**src/rtl/uart_pkg.sv**
```systemverilog
// uart_pkg: shared types for the UART transmitter.
// Parity modes, FSM states and a frame-length helper.
package uart_pkg;

  typedef enum logic [1:0] {
    PAR_NONE = 2'd0,
    PAR_ODD  = 2'd1,
    PAR_EVEN = 2'd2
  } parity_e;

  typedef enum logic [2:0] {
    ST_IDLE,
    ST_START,
    ST_DATA,
    ST_PARITY,
    ST_STOP
  } tx_state_e;

  function automatic int unsigned frame_bits(
    input int unsigned dw,
    input logic        par_en,
    input logic        stop2
  );
    return 1 + dw + (par_en ? 1 : 0) + (stop2 ? 2 : 1);
  endfunction

endpackage

```
**src/rtl/uart_sync_fifo.sv**
```systemverilog
// uart_sync_fifo: single-clock FIFO with registered read data.
// The head word is valid in rdata_o whenever empty_o is low.
module uart_sync_fifo
  import uart_pkg::*;
#(
  parameter int DW    = 8,
  parameter int DEPTH = 16
) (
  input  logic                     clk,
  input  logic                     rst_n,
  input  logic                     push_i,
  input  logic [DW-1:0]            wdata_i,
  input  logic                     pop_i,
  output logic [DW-1:0]            rdata_o,
  output logic                     full_o,
  output logic                     empty_o,
  output logic [$clog2(DEPTH):0]   level_o
);

  localparam int AW = $clog2(DEPTH);

  logic [DW-1:0] mem_q [DEPTH];
  logic [AW-1:0] wptr_q, rptr_q, rptr_d;
  logic [AW:0]   level_q, level_d;
  logic [DW-1:0] rdata_q, rdata_d;

  assign rptr_d  = rptr_q + AW'(pop_i);
  assign level_d = level_q + (AW+1)'(push_i)
                 - (AW+1)'(pop_i);

  // Forward a word written into the slot that becomes the head.
  assign rdata_d = (push_i && wptr_q == rptr_d)
                 ? wdata_i : mem_q[rptr_d];

  always_ff @(posedge clk) begin
    if (push_i) mem_q[wptr_q] <= wdata_i;
  end

  always_ff @(posedge clk or negedge rst_n) begin
    if (!rst_n) begin
      wptr_q  <= '0;
      rptr_q  <= '0;
      level_q <= '0;
      rdata_q <= '0;
    end else begin
      wptr_q  <= wptr_q + AW'(push_i);
      rptr_q  <= rptr_d;
      level_q <= level_d;
      rdata_q <= rdata_d;
    end
  end

  assign rdata_o = rdata_q;
  assign full_o  = (level_q == (AW+1)'(DEPTH));
  assign empty_o = (level_q == '0);
  assign level_o = level_q;

endmodule

```
**src/rtl/uart_tx_fifo.sv**
```systemverilog
// uart_tx_fifo: AXI-Stream fed UART transmitter with FIFO.
// Divisor, parity and stop count are latched at frame start.
module uart_tx_fifo
  import uart_pkg::*;
#(
  parameter int DATA_WIDTH = 8,
  parameter int FIFO_DEPTH = 16,
  parameter int DIV_WIDTH  = 16
) (
  input  logic                        clk,
  input  logic                        rst_n,
  input  logic [DATA_WIDTH-1:0]       s_axis_tdata,
  input  logic                        s_axis_tvalid,
  output logic                        s_axis_tready,
  input  logic [DIV_WIDTH-1:0]        cfg_baud_div,
  input  logic [1:0]                  cfg_parity,
  input  logic                        cfg_stop2,
  input  logic                        tx_enable,
  output logic                        tx,
  output logic                        tx_busy,
  output logic [$clog2(FIFO_DEPTH):0] fifo_level
);

  localparam int BW = $clog2(DATA_WIDTH);

  tx_state_e             state_q, state_d;
  logic [DATA_WIDTH-1:0] shreg_q, shreg_d;
  logic [DIV_WIDTH-1:0]  div_q, div_d;
  logic [DIV_WIDTH-1:0]  baud_q, baud_d;
  logic [BW-1:0]         bit_q, bit_d;
  logic                  par_en_q, par_en_d;
  logic                  parbit_q, parbit_d;
  logic                  stop2_q, stop2_d;
  logic                  tx_q, tx_d;
  logic                  rdy_q;

  logic                  fifo_full, fifo_empty;
  logic [DATA_WIDTH-1:0] fifo_rdata;
  logic                  push, pop, can_start;
  logic                  tick, last_data, last_stop;

  uart_sync_fifo #(
    .DW    (DATA_WIDTH),
    .DEPTH (FIFO_DEPTH)
  ) u_fifo (
    .clk     (clk),
    .rst_n   (rst_n),
    .push_i  (push),
    .wdata_i (s_axis_tdata),
    .pop_i   (pop),
    .rdata_o (fifo_rdata),
    .full_o  (fifo_full),
    .empty_o (fifo_empty),
    .level_o (fifo_level)
  );

  assign s_axis_tready = rdy_q & ~fifo_full;
  assign push      = s_axis_tvalid & s_axis_tready;
  assign can_start = tx_enable & ~fifo_empty;
  assign tick      = (baud_q == div_q - DIV_WIDTH'(1));
  assign last_data = (bit_q == BW'(DATA_WIDTH-1));
  assign last_stop = (bit_q == BW'(stop2_q));

  // Pop from IDLE or straight out of the final stop period.
  assign pop = can_start &
               ((state_q == ST_IDLE) |
                (state_q == ST_STOP & tick & last_stop));

  always_ff @(posedge clk or negedge rst_n) begin
    if (!rst_n) begin
      state_q  <= ST_IDLE;
      shreg_q  <= '0;
      div_q    <= DIV_WIDTH'(2);
      baud_q   <= '0;
      bit_q    <= '0;
      par_en_q <= 1'b0;
      parbit_q <= 1'b0;
      stop2_q  <= 1'b0;
      tx_q     <= 1'b1;
      rdy_q    <= 1'b0;
    end else begin
      state_q  <= state_d;
      shreg_q  <= shreg_d;
      div_q    <= div_d;
      baud_q   <= baud_d;
      bit_q    <= bit_d;
      par_en_q <= par_en_d;
      parbit_q <= parbit_d;
      stop2_q  <= stop2_d;
      tx_q     <= tx_d;
      rdy_q    <= 1'b1;
    end
  end

  always_comb begin
    state_d = state_q;
    unique case (state_q)
      ST_IDLE:
        if (can_start) state_d = ST_START;
      ST_START:
        if (tick) state_d = ST_DATA;
      ST_DATA:
        if (tick && last_data)
          state_d = par_en_q ? ST_PARITY : ST_STOP;
      ST_PARITY:
        if (tick) state_d = ST_STOP;
      ST_STOP:
        if (tick && last_stop)
          state_d = can_start ? ST_START : ST_IDLE;
      default:
        state_d = ST_IDLE;
    endcase
  end

  always_comb begin
    baud_d = (state_q == ST_IDLE || tick)
           ? '0 : baud_q + DIV_WIDTH'(1);

    bit_d = bit_q;
    if (tick && state_q == ST_DATA)
      bit_d = last_data ? '0 : bit_q + BW'(1);
    else if (tick && state_q == ST_STOP)
      bit_d = last_stop ? '0 : bit_q + BW'(1);

    shreg_d  = shreg_q;
    div_d    = div_q;
    par_en_d = par_en_q;
    parbit_d = parbit_q;
    stop2_d  = stop2_q;
    if (pop) begin
      shreg_d  = fifo_rdata;
      div_d    = (cfg_baud_div < DIV_WIDTH'(2))
               ? DIV_WIDTH'(2) : cfg_baud_div;
      stop2_d  = cfg_stop2;
      par_en_d = 1'b0;
      parbit_d = 1'b0;
      unique case (1'b1)
        cfg_parity == PAR_ODD: begin
          par_en_d = 1'b1;
          parbit_d = ~^fifo_rdata;
        end
        cfg_parity == PAR_EVEN: begin
          par_en_d = 1'b1;
          parbit_d = ^fifo_rdata;
        end
        default: par_en_d = 1'b0;
      endcase
    end else if (tick && state_q == ST_DATA) begin
      shreg_d = shreg_q >> 1;
    end

    // Line level for the coming cycle, so tx stays registered.
    unique case (state_d)
      ST_START:  tx_d = 1'b0;
      ST_DATA:   tx_d = shreg_d[0];
      ST_PARITY: tx_d = parbit_q;
      default:   tx_d = 1'b1;
    endcase
  end

  assign tx      = tx_q;
  assign tx_busy = (state_q != ST_IDLE);

endmodule
```
**config.mk**
```make
export PLATFORM = sky130hd
export DESIGN_NAME = uart_tx_fifo
export DESIGN_NICKNAME = d
export VERILOG_FILES = /design/src/rtl/uart_pkg.sv /design/src/rtl/uart_sync_fifo.sv /design/src/rtl/uart_tx_fifo.sv
export SDC_FILE = /design/constraint.sdc
export NUM_CORES = 1
export LEC_CHECK = 0
export BUFFER_PORTS_ARGS = -buffer_cell sky130_fd_sc_hd__buf_2
export CORE_MARGIN = 1
export CORE_UTILIZATION = 35
export CTS_BUF_LIST = sky130_fd_sc_hd__clkbuf_16
export DETAILED_ROUTE_END_ITERATION = 12
export GPL_ROUTABILITY_DRIVEN = 0
export PLACE_DENSITY = 0.5
export SLEW_MARGIN = 10
export SYNTH_ARGS = -nofsm -noshare
export SYNTH_HDL_FRONTEND = slang
export SYNTH_SLANG_ARGS = --single-unit
```
**constraint.sdc**
```tcl
create_clock -name clk -period 14.8 [get_ports clk]
set_clock_uncertainty 0.1 [all_clocks]
set_input_delay 0.74 -clock clk [delete_from_list [all_inputs] [get_ports clk]]
set_output_delay 0.74 -clock clk [all_outputs]
set_load 0.005 [all_outputs]
```
Yosys cells after proc, flatten, opt, wreduce, memory -nomap -nowiden --
Memories as Yosys holds them, arrays and structs flattened. A register that Yosys moved wholly into a read port is not among the register bits. Index checks and enable logic that the tools add are counted.
Cells by class: magnitude comparators 1, shifts and indexed selects 0, add/sub/neg operators 7, reductions and logical operators 14, muxes and demuxes 21, divide/modulo/power cells 0, multipliers 0, bitwise gates (word level) 9, eq/ne operators 13
Operators by type and width (count):
- two-way mux 16 bit | 2
- two-way mux 3 bit | 10
- adder 16 x 1 -> 16 bit (second input constant) | 1
- == test 16 bit | 1
- < comparator 16 x 2 -> 1 bit (second input constant) | 1
- two-way mux 8 bit | 2
- subtractor 16 x 1 -> 16 bit (second input constant) | 1
- one-hot mux 3 bit (5 select lines) | 1
- == test 3 x 2 -> 1 bit (second input constant) | 4
- adder 4 x 1 -> 4 bit | 2
- XNOR reduction 8 bit | 1
- XOR reduction 8 bit | 1
- bitwise AND 1 bit | 6
- == test 3 x 1 -> 1 bit (second input constant) | 2
- == test 3 bit (second input constant) | 2
- adder 5 x 1 -> 5 bit | 1
- == test 5 bit (second input constant) | 1
- zero test 5 bit | 1
- subtractor 5 x 1 -> 5 bit | 1
- logical AND 1 bit | 4
- two-way mux 1 bit | 4
- nonzero test 2 bit | 2
- adder 3 x 1 -> 3 bit (second input constant) | 1
- == test 3 x 1 -> 1 bit | 1
- other kinds (11) | 12
Storage, ports and cells: memory bits (read-only) 0, output and inout port bits 8, latch bits 0, memory bits (writable) 128, memories kept 1, logic and storage cells 80, bits of input ports 31, flip-flop bits (word level) 64
Memory list:
- u_fifo.mem_q | depth 16, width 8, read ports 1, clocked after memory_dff 1, write ports 1, line uart_sync_fifo.sv:22 | logic [DW-1:0] mem_q [DEPTH];

Longest topological paths before layout --
Gate-level depths: netlist of run 1.
word-level depth 8, depth in mapped cells 21, gate-level depth less buffers 20

Modules after synthesis --
Synthesis of run 1 repeated with hierarchy kept, for this count alone.
Second synthesis, totals: cell total of the unflattened synthesis 606, area, all modules 9347.7 sq um
By module, submodules not included:
- uart_sync_fifo | area each 6195.9 sq um, cells an instance 288, instances 1
- uart_tx_fifo | area each 3151.8 sq um, cells an instance 318, instances 1

Least setup slack after synthesis of run 1 --
No wires, ideal clock.
path type reg2reg, from register div_q[0], to register u_fifo.rdata_q[0], in the netlist u_fifo.rdata_o[0] (read register of u_fifo.mem_q), setup time 0.125 ns, path slack 9.825 ns, data arrival time 4.750 ns, stages on the path, launching flop included 18, buffers on the path 3, path through dfrtp_1 -> inv_1 -> ha_1 -> nor3b_1 -> xor2_1 -> nor4b_1 -> o21bai_1 -> a221oi_2 -> nand2_2 -> a21o_1 -> buf_6 -> inv_1 -> ha_1 -> clkbuf_1 -> buf_1 -> mux4_2 -> mux4_2 -> mux2_2
Between the ends: word-level cells in the longest chain between the ends 7
Ends and longest elaborated chain:
- start, declared | line uart_tx_fifo.sv:28 | logic [DIV_WIDTH-1:0] div_q, div_d;
- start signal, assigned | line uart_tx_fifo.sv:84 | div_q <= div_d;
- subtractor 16 x 1 -> 16 bit | line uart_tx_fifo.sv:60 | assign tick = (baud_q == div_q - DIV_WIDTH'(1));
- == test 16 bit | line uart_tx_fifo.sv:60
- bitwise AND 1 bit (2 in a row) | line uart_tx_fifo.sv:67 | (state_q == ST_STOP & tick & last_stop));
- bitwise OR 1 bit | line uart_tx_fifo.sv:66 | ((state_q == ST_IDLE) |
- bitwise AND 1 bit | line uart_tx_fifo.sv:65 | assign pop = can_start &
- via pop | line uart_tx_fifo.sv:39 | logic push, pop, can_start;
- adder 4 x 1 -> 4 bit | line uart_sync_fifo.sv:27 | assign rptr_d = rptr_q + AW'(pop_i);
- via u_fifo.rptr_d[0] | line uart_sync_fifo.sv:23 | logic [AW-1:0] wptr_q, rptr_q, rptr_d;
- end, declared | line uart_sync_fifo.sv:25 | logic [DW-1:0] rdata_q, rdata_d;
The timed path passes the listed nets, and every way through them passes these cells. A chain may end at the register's enable or synchronous reset.

Final worst setup path of run 1 --
from register div_q[0], to register u_fifo.rdata_q[5], in the netlist u_fifo.rdata_o[5] (read register of u_fifo.mem_q)
Same word-level chain as after synthesis.

==> results of run 1 <==
worst max-delay path by stage:
stage                             endpoint  cells after the start
6_report       u_fifo.rdata_o[5]$_DFF_PN0_                     16
4_1_cts        u_fifo.rdata_o[2]$_DFF_PN0_                     16
2_1_floorplan  u_fifo.rdata_o[0]$_DFF_PN0_                     17
5_1_grt        u_fifo.rdata_o[1]$_DFF_PN0_                     16
3_5_place_dp   u_fifo.rdata_o[7]$_DFF_PN0_                     16
3_3_place_gp   u_fifo.rdata_o[7]$_DFF_PN0_                     16
routing by layer:
| metal | vias to the layer above | part of all wire, % | GRT usage, % |
|---|---|---|---|
| met5 | - | 0 | 0 |
| met4 | 0 | 0.82 | 4.03 |
| li1 | 2254 | - | - |
| met1 | 2490 | 47 | 21.9 |
| met2 | 89 | 49 | 25.1 |
| met3 | 13 | 3.2 | 2.95 |
worst register-to-register path, cell delays in order (launching register included):
cell and delay [ps]:
dfrtp_1 440, inv_1 100, ha_1 230, nor3b_1 590
xor2_1 140, nor4b_1 250, o21bai_1 130, a221oi_2 360
nand2_2 180, a21o_1 220, buf_4 280, inv_1 190
ha_2 190, buf_4 550, mux4_2 620, mux4_2 470
mux2_2 280
layout make-up:
| cell class | instances | share of cell area [%] |
|---|---|---|
| Inverter | 32 | 1.19 |
| Timing Repair Buffer | 49 | 2.72 |
| Clock inverter | 15 | 2.23 |
| Clock buffer | 17 | 4.21 |
| Tap cell | 324 | 4.01 |
| Multi-Input combinational cell | 327 | 29.8 |
| Sequential cell | 200 | 55.9 |
registers in the layout, summed over array words and instances (netlist names):
signal          count
par_en_q            1
u_fifo.mem_q      128
stop2_q             1
u_fifo.rdata_o      8
state_q             3
tx                  1
parbit_q            1
div_q              16
baud_q             16
rdy_q               1
shreg_q             8
u_fifo.rptr_q       4
bit_q               3
u_fifo.level_o      5
u_fifo.wptr_q       4
synth_stat cells (12+ instances only):
master / count
mux4_2: 40
xnor2_1: 34
ha_1: 16
inv_1: 32
mux2_4: 13
dfrtp_1: 70
xor2_1: 22
edfxtp_1: 128
mux2_2: 14
nor2_1: 48
nor3_1: 13
nand2_1: 24
clkbuf_1: 14
o21ai_0: 12
nand3_1: 16
through the flow:
stage / worst slack, ps / area, µm² / util, % / hold slack, ps / power [W]
floorplan: 9830 / 8860 / - / 344 / 0.000746
global placement: 9520 / 9460 / 38.4 / 376 / 0.000797
detailed placement: 9330 / 9460 / 38.4 / 389 / 0.000804
CTS: 9300 / 10100 / 41.1 / 382 / 0.00131
global route: 8780 / 10100 / 41.1 / 408 / 0.00134
finish: 9360 / 10100 / 41.1 / 349 / 0.00129
logic make-up (layout without fill, tap and decap cells):
group / after synthesis / count (layout)
buf+inv: 53 / 113
flops: 200 / 200
other cells: 1 / 1
fa+ha+maj: 17 / 17
compound gates: 45 / 45
xor+xnor: 56 / 56
simple gates: 139 / 139
mux: 69 / 69
power breakdown:
group / switching, W / internal (W) / leakage (nW) / total (W)
logic: 0.0000723 / 0.0000563 / 1.43 / 0.000129
registers: 0.0000307 / 0.000630 / 2.09 / 0.000661
clock network: 0.000248 / 0.000254 / 0.315 / 0.000502
==> results.yml, run 1 <==
cells_and_area:
  nNetsFinal: 675
  mostFrequentLayoutCell: "edfxtp_1"
  drive_above_1_share_pct: 24.8
  fillers: 2262
  syn2layout_area_growth_pct: 14.1
  num_antenna_cells: 0
  final_cell_mix: "edfxtp_1, dfrtp_1, nor2_1"
  multi_input_area_mm2: 0.00301
  final_cells: 964
  regArea_mm2: 0.00565
floorplanning:
  core_area_mm2: 0.0246
  ios: 39
  die_w_um: 161
  dieArea_mm2: 0.0260
  std_cell_rows: 57
  die_h_um: 161
  start_util_pct: 36.0
route:
  wirelength_um: 19100
  wl_per_cell_um: 19.8
  drt-vias-per-instance: 5.03
  post-route-drc-count: 0
  firstDrtPassIters: 5
  vias: 4846
  detail-route-antenna-nets: 0
  dr.first_iter.drc_count: 278
worst_setup_path:
  cp_data_arrival_time_ps: 5650
  worstSetupPathType: "flip-flop to flip-flop"
  r2r_cells: 16
  cp.required_ps: 15010
  critical-path-top-delay-family: "multiplexers"
  path_cells: "inv_1, ha_1, nor3b_1, xor2_1, nor4b_1, o21bai_1, a221oi_2, nand2_2, a21o_1, buf_4, inv_1, ha_2, buf_4, mux4_2, mux4_2, mux2_2"
  r2r_setup_slack_ps: 9360
  worst_setup_path_start_kind: "flip-flop"
  path_buf_inv: 4
  endpoint_kind: "flip-flop"
  crit_fanout: 36
  r2r_start: "div_q[0]$_DFFE_PN0P_"
  cpPeakStageDelay_ps: 600
  r2r_end: "u_fifo.rdata_o[5]$_DFF_PN0_"
  cpMaxStageDelayCell: "mux4_2"
  cp-startpoint: "div_q[0]$_DFFE_PN0P_"
synthesis:
  ys_ff_latch: 200
  yosys.area_share.simple_pct: 7.57
  ys_types: 57
  synth_nets: 628
  synth-xor-area-share_pct: 5.53
  yosys-top-cells-area: "edfxtp_1, dfrtp_1, mux4_2"
  synthArstFlopShare_pct: 36.0
  synth-compound-area-share_pct: 3.73
  yosysWarnings: 0
  syn_inst: 580
  synth_top_family_by_area: "multiplexers"
  synthFlopType: "edfxtp_1"
  synthAdderAreaFrac_pct: 2.48
  synth_mux_area_share_pct: 14.4
  synth.avg_cell_area_um2: 15.3
  syn_area_mm2: 0.00886
  synth_edf_count: 128
  synth_top_cell_area_share_pct: 43.4
  seq_area_frac_synth_pct: 63.7
  synth_top_area_cell: "edfxtp_1"
worst_hold_path:
  min_path_type: "primary input to async pin"
sta:
  max_freq_mhz: 184
  layout_min_cycle_time_ps: 5440
  rsz0062_at_grt: "no"
  hold_viol: 0
  tightest_slew_ps: 1160
  period_share_pct: 36.7
  setup_viol_count_final: 0
  setup_tns_ps: 0
  maxSlewViolCount: 0
  slew-limit-headroom_pct: 22.1
clock_tree:
  postCtsHoldBufs: 0
  cts_tree: "built"
  cts.repair.resized: 0
  clk_pin_slew_ps: 80
  clk_latency_ps: 430
  clock_sinks: 200
  cts_buffers: 17
  postCtsSetupBuffers: 0
  htreeDepth: 4
  root_buffer: "clkbuf_16"
  cts_buffer_depth: 2
power_and_ir_drop:
  power_density_mw_per_mm2: 128
  worst_ir_drop_vdd_mv: 0.0852
  p_leak_nw: 3.84
flow_run:
  max-cap-violations: 0
placement:
  place_hpwl_um: 12200
  port_buffers: 38
  place_inst: 932
grt:
  track_usage_pct: 15.7
  grt_pass1_vias: 5054
  grt_first_pass_wirelength_um: 30100
  antenna_found_initial: 0
  grt_start_max_net_pins: 73
  grt.overflow.total: 0
status:
  status: "complete, no violations"
Power figures use the tool's default switching activity.
==> inputs of run 2 (changes only) <==
- clock period: 14.8 -> 5.3 ns (I/O delays scaled with it)
==> results.yml, run 2 (same netlist as run 1, synthesis figures left out) <==
status:
  status: "complete, no violations"
power_and_ir_drop:
  power_density_mw_per_mm2: 343
  p_leak_nw: 3.88
  worst_ir_drop_vdd_mv: 0.201
  power_w: 0.00351
route:
  drt-vias-per-instance: 4.95
  dr.first_iter.drc_count: 298
  firstDrtPassIters: 5
  wirelength_um: 17400
  detail-route-antenna-nets: 0
  vias: 4848
  wl_per_cell_um: 17.8
  post-route-drc-count: 0
grt:
  antenna_found_initial: 0
  grt.overflow.total: 0
  grt_first_pass_wirelength_um: 28300
  grt_pass1_vias: 5110
  track_usage_pct: 14.5
  grt_start_max_net_pins: 73
sta:
  setup_tns_ps: 0
  rsz0062_at_grt: "no"
  max_freq_mhz: 206
  maxSlewViolCount: 0
  hold_viol: 0
  setup_viol_count_final: 0
  period_share_pct: 91.5
  tightest_slew_ps: 923
  slew-limit-headroom_pct: 38.5
  layout_min_cycle_time_ps: 4850
cells_and_area:
  fillers: 2256
  largest_register_ff_count: 128
  mostFrequentLayoutCell: "edfxtp_1"
  num_antenna_cells: 0
  drive_above_1_share_pct: 23.3
  largest-register: "u_fifo.mem_q"
  syn2layout_area_growth_pct: 15.4
  reg_top3: "u_fifo.mem_q x128, baud_q x16, div_q x16"
  final_cell_mix: "edfxtp_1, dfrtp_1, nor2_1"
  final_util_pct: 41.6
  nNetsFinal: 691
floorplanning:
  die_w_um: 161
  dieArea_mm2: 0.0260
  start_util_pct: 36.0
  ios: 39
  std_cell_rows: 57
  die_h_um: 161
  core_area_mm2: 0.0246
worst_setup_path:
  crit_fanout: 34
  cpPeakStageDelay_ps: 490
  cp_data_arrival_time_ps: 5060
  r2r_cells: 17
  r2r_setup_slack_ps: 450
  r2r_end: "u_fifo.rdata_o[3]$_DFF_PN0_"
  r2r_start: "div_q[0]$_DFFE_PN0P_"
  endpoint_kind: "flip-flop"
  path_cells: "inv_1, ha_1, nor3b_1, buf_4, xor2_1, nor4b_1, o21bai_1, a221oi_2, nand2_2, a21o_1, inv_1, ha_2, ha_1, buf_4, mux4_2, mux4_2, mux2_2"
  cp.required_ps: 5510
  path_buf_inv: 4
  cp-startpoint: "div_q[0]$_DFFE_PN0P_"
  worst_setup_path_start_kind: "flip-flop"
  critical-path-top-delay-family: "multiplexers"
  worstSetupPathType: "flip-flop to flip-flop"
  cpMaxStageDelayCell: "mux4_2"
placement:
  port_buffers: 38
  place_hpwl_um: 12000
worst_hold_path:
  hold_path_end: "par_en_q$_DFFE_PN0P_"
  hold_depth: 3
  hold_start: "cfg_parity[1]"
  min_path_type: "primary input to flip-flop"
clock_tree:
  cts_tree: "built"
  htreeDepth: 4
  clock_sinks: 200
  cts_buffer_depth: 2
  clk_latency_ps: 440
  cts_buffers: 17
  root_buffer: "clkbuf_16"
  clk_pin_slew_ps: 80
flow_run:
  max-cap-violations: 0
-- run 2: cell types whose count changed in the layout (fill, tap and decap cells not counted) --
cell	previous run	this run
dlygate4sd3_1	0	17
inv_6	0	5
inv_8	5	1
nor3_1	9	13
nor3_2	4	0
clkinv_8	3	6
inv_12	5	2
buf_4	12	10
buf_12	0	1
bufinv_16	1	0
clkinv_4	1	0
inv_1	32	33
-- run 2: how the worst max path moves through the flow --
stage,to,slack [ps],depth (start not counted)
2_1_floorplan,u_fifo.rdata_o[0]$_DFF_PN0_,330,17
3_3_place_gp,u_fifo.rdata_o[3]$_DFF_PN0_,570,17
3_5_place_dp,u_fifo.rdata_o[3]$_DFF_PN0_,430,17
4_1_cts,u_fifo.rdata_o[3]$_DFF_PN0_,400,17
5_1_grt,u_fifo.rdata_o[2]$_DFF_PN0_,70,17
6_report,u_fifo.rdata_o[3]$_DFF_PN0_,450,17
-- run 2: final cells by class --
| cell class | instances | area, µm² | share of cell area [%] |
|---|---|---|---|
| sequential | 200 | 5650 | 55.2 |
| tap | 324 | 405 | 3.96 |
| inverter | 32 | 120 | 1.17 |
| multi-input combinational | 327 | 2990 | 29.2 |
| clock buffer | 17 | 425 | 4.16 |
| timing repair buffer | 65 | 450 | 4.40 |
| clock inverter | 15 | 189 | 1.85 |
-- run 2: through the flow --
step / setup slack [ps] / cells / cell area, µm² / hold WS (ps)
finish: 452 / 980 / 10200 / 58.0
detailed placement: 428 / 931 / 9450 / 365
global placement: 565 / 931 / 9450 / 358
CTS: 396 / 980 / 10200 / 46.5
global route: 74.6 / 980 / 10200 / 97.2
floorplan: 325 / 580 / 8860 / -131
-- run 2: layer usage --
| metal | global-route usage (%) | routed length [µm] |
|---|---|---|
| met5 | 0 | 0 |
| met4 | 4.12 | 158 |
| met3 | 3.00 | 456 |
| met2 | 24.8 | 8860 |
| met1 | 18.4 | 7950 |
-- run 2: worst min-delay path: stages --
cell and delay, ps:
buf_2 100, ha_1 110, o21ai_0 70
-- run 2: power by group --
part | switching, W | internal [W] | total, W
sequential | 0.0000778 | 0.00176 | 0.00184
combinational | 0.000193 | 0.000164 | 0.000357
clock | 0.000668 | 0.000647 | 0.00132
-- run 2: timing repair --
item,in CTS,in global routing
resized for setup,0,0
endpoints found under the hold margin,86,0
setup buffers,0,0
hold buffers,17,0
==> inputs of run 3 (changes only) <==
- ABC_AREA: default -> 1
==> results.yml, run 3 <==
status:
  status: "complete, no violations"
worst_setup_path:
  r2r_cells: 21
  worst_setup_path_start_kind: "flip-flop"
  cp_data_arrival_time_ps: 4580
  worstSetupPathType: "flip-flop to flip-flop"
  crit_fanout: 66
  r2r_start: "div_q[0]$_DFFE_PN0P_"
  cp-startpoint: "div_q[0]$_DFFE_PN0P_"
  r2r_end: "u_fifo.rdata_o[6]$_DFF_PN0_"
  cp.required_ps: 5540
  endpoint_kind: "flip-flop"
  r2r_setup_slack_ps: 960
grt:
  grt_pass1_vias: 6277
  grt_start_max_net_pins: 73
  track_usage_pct: 16.9
  antenna_found_initial: 0
  grt_first_pass_wirelength_um: 34300
  grt.overflow.total: 0
clock_tree:
  cts_buffers: 17
  cts_tree: "built"
  clk_pin_slew_ps: 80
  clock_sinks: 200
  htreeDepth: 4
  root_buffer: "clkbuf_16"
  cts_buffer_depth: 2
  clk_latency_ps: 430
route:
  wirelength_um: 21700
  wl_per_cell_um: 16.7
  vias: 6397
  firstDrtPassIters: 10
  detail-route-antenna-nets: 0
  dr.first_iter.drc_count: 465
  drt-vias-per-instance: 4.90
  post-route-drc-count: 0
floorplanning:
  die_w_um: 165
  core_area_mm2: 0.0261
  std_cell_rows: 59
  start_util_pct: 35.8
  ios: 39
  die_h_um: 165
  dieArea_mm2: 0.0273
sta:
  max_freq_mhz: 231
  slew-limit-headroom_pct: 35.0
  layout_min_cycle_time_ps: 4340
  period_share_pct: 81.8
  rsz0062_at_grt: "no"
  setup_tns_ps: 0
  tightest_slew_ps: 976
  setup_viol_count_final: 0
  maxSlewViolCount: 0
  hold_viol: 0
  worst_hold_slack_ps: 28.1
cells_and_area:
  fillers: 2532
  syn2layout_area_growth_pct: 14.1
  reg_top3: "u_fifo.mem_q x128, baud_q x16, div_q x16"
  num_antenna_cells: 0
  nNetsFinal: 1005
  drive_above_1_share_pct: 11.8
  final_cell_mix: "nand2_1, nor2_1, edfxtp_1"
  largest-register: "u_fifo.mem_q"
  largest_register_ff_count: 128
  mostFrequentLayoutCell: "nand2_1"
synthesis:
  synth_commonest_cells: "nand2_1, nor2_1, edfxtp_1"
  syn_area_mm2: 0.00932
  synth.most_common_cell: "nand2_1"
  seq_area_frac_synth_pct: 60.6
  synth.avg_cell_area_um2: 10.3
  ys_types: 46
  synthArstFlopShare_pct: 36.0
  synth_edf_count: 128
  ys_ff_latch: 200
  synth_top_cell_area_share_pct: 41.2
  yosys-top-cells-area: "edfxtp_1, dfrtp_1, nand2_1"
  synthFlopType: "edfxtp_1"
  synth_nets: 955
  yosysWarnings: 0
  syn_inst: 907
  synth_top_area_cell: "edfxtp_1"
placement:
  port_buffers: 38
  place_hpwl_um: 14400
worst_hold_path:
  hold_start: "cfg_baud_div[1]"
  hold_path_end: "div_q[1]$_DFFE_PN1P_"
  min_path_type: "primary input to flip-flop"
  hold_depth: 3
power_and_ir_drop:
  p_leak_nw: 4.24
  worst_ir_drop_vdd_mv: 0.164
  power_density_mw_per_mm2: 329
flow_run:
  max-cap-violations: 0
==> run 3: cell types whose count changed after synthesis, moves of 17 or more <==
cell | before | now
nand2_1 | 24 | 170
xnor2_1 | 34 | 17
inv_1 | 32 | 72
o21ai_0 | 12 | 46
mux4_2 | 40 | 0
nor2_1 | 48 | 140
o211ai_1 | 2 | 20
nand3_1 | 16 | 42
==> run 3: layer usage <==
layer | part of all wire [%] | track usage (%) | vias to the layer above
li1 | - | - | 3207
met1 | 47 | 22.2 | 3060
met2 | 48 | 28.8 | 117
met3 | 3.2 | 2.40 | 13
met4 | 1.4 | 4.92 | 0
met5 | 0 | 0 | -
==> run 3: cells by family after synthesis <==
logic type               share of synthesized area (%)
multiplexers                                      1.83
XOR/XNOR                                          2.72
other                                           0.0402
AO/OA/AOI/OAI                                     8.77
adder cells (fa/ha/maj)                           2.36
buffers and inverters                             4.97
flip-flops                                        60.6
AND/OR/NAND/NOR                                   18.7
==> run 3: worst max-delay path by stage <==
stage | depth (start not counted) | slack (ps) | to
after floorplan | 25 | 1550 | u_fifo.rdata_o[6]$_DFF_PN0_
after global placement | 24 | 1060 | u_fifo.rdata_o[0]$_DFF_PN0_
after detailed placement | 23 | 970 | u_fifo.rdata_o[6]$_DFF_PN0_
after CTS | 24 | 970 | u_fifo.rdata_o[6]$_DFF_PN0_
after global routing | 24 | 400 | u_fifo.rdata_o[7]$_DFF_PN0_
final | 21 | 960 | u_fifo.rdata_o[6]$_DFF_PN0_
==> run 3: worst max-delay path, cell delays in order (launching register included) <==
cell and delay [ps]:
dfrtp_1 410, inv_1 110, ha_1 240, nand3_2 180, nor2_4 200, nand2_1 60
nand2_1 50, nand2_1 80, nand2_1 70, inv_1 40, nand2_1 90, nor2_4 60
nand3_2 70, nand2_2 80, nand2_4 260, clkinv_4 80, ha_2 320, buf_4 600
nor2_1 120, o32ai_1 560, o211ai_1 190, a31oi_1 220
==> run 3: metrics by stage <==
step	worst slack (ps)	std cells	area, µm²	power, W	util, %
floorplan	1550	907	9320	0.00205	-
global placement	1060	1257	9860	0.00220	37.8
detailed placement	975	1257	9860	0.00220	37.8
CTS	970	1305	10600	0.00354	40.8
global route	401	1305	10600	0.00365	40.8
finish	962	1305	10600	0.00350	40.8
==> run 3: final cells by class <==
| cell class | count | area, µm² | share of cell area (%) |
|---|---|---|---|
| Tap cell | 335 | 419 | 3.94 |
| Inverter | 82 | 313 | 2.94 |
| Clock inverter | 15 | 190 | 1.79 |
| Multi-Input combinational cell | 594 | 3220 | 30.2 |
| Clock buffer | 17 | 425 | 4.00 |
| Timing Repair Buffer | 62 | 425 | 4.00 |
| Sequential cell | 200 | 5650 | 53.1 |
==> run 3: repair_timing <==
action	in CTS	in global routing
endpoints found under the hold margin	85	0
resized for setup	0	0
setup buffers	0	0
hold buffers	16	0
==> run 3: power by group <==
part	switching, W	internal [W]	total (W)
registers	0.0000548	0.00176	0.00181
logic	0.000224	0.000128	0.000352
clock network	0.000680	0.000651	0.00133
total	0.000958	0.00254	0.00350
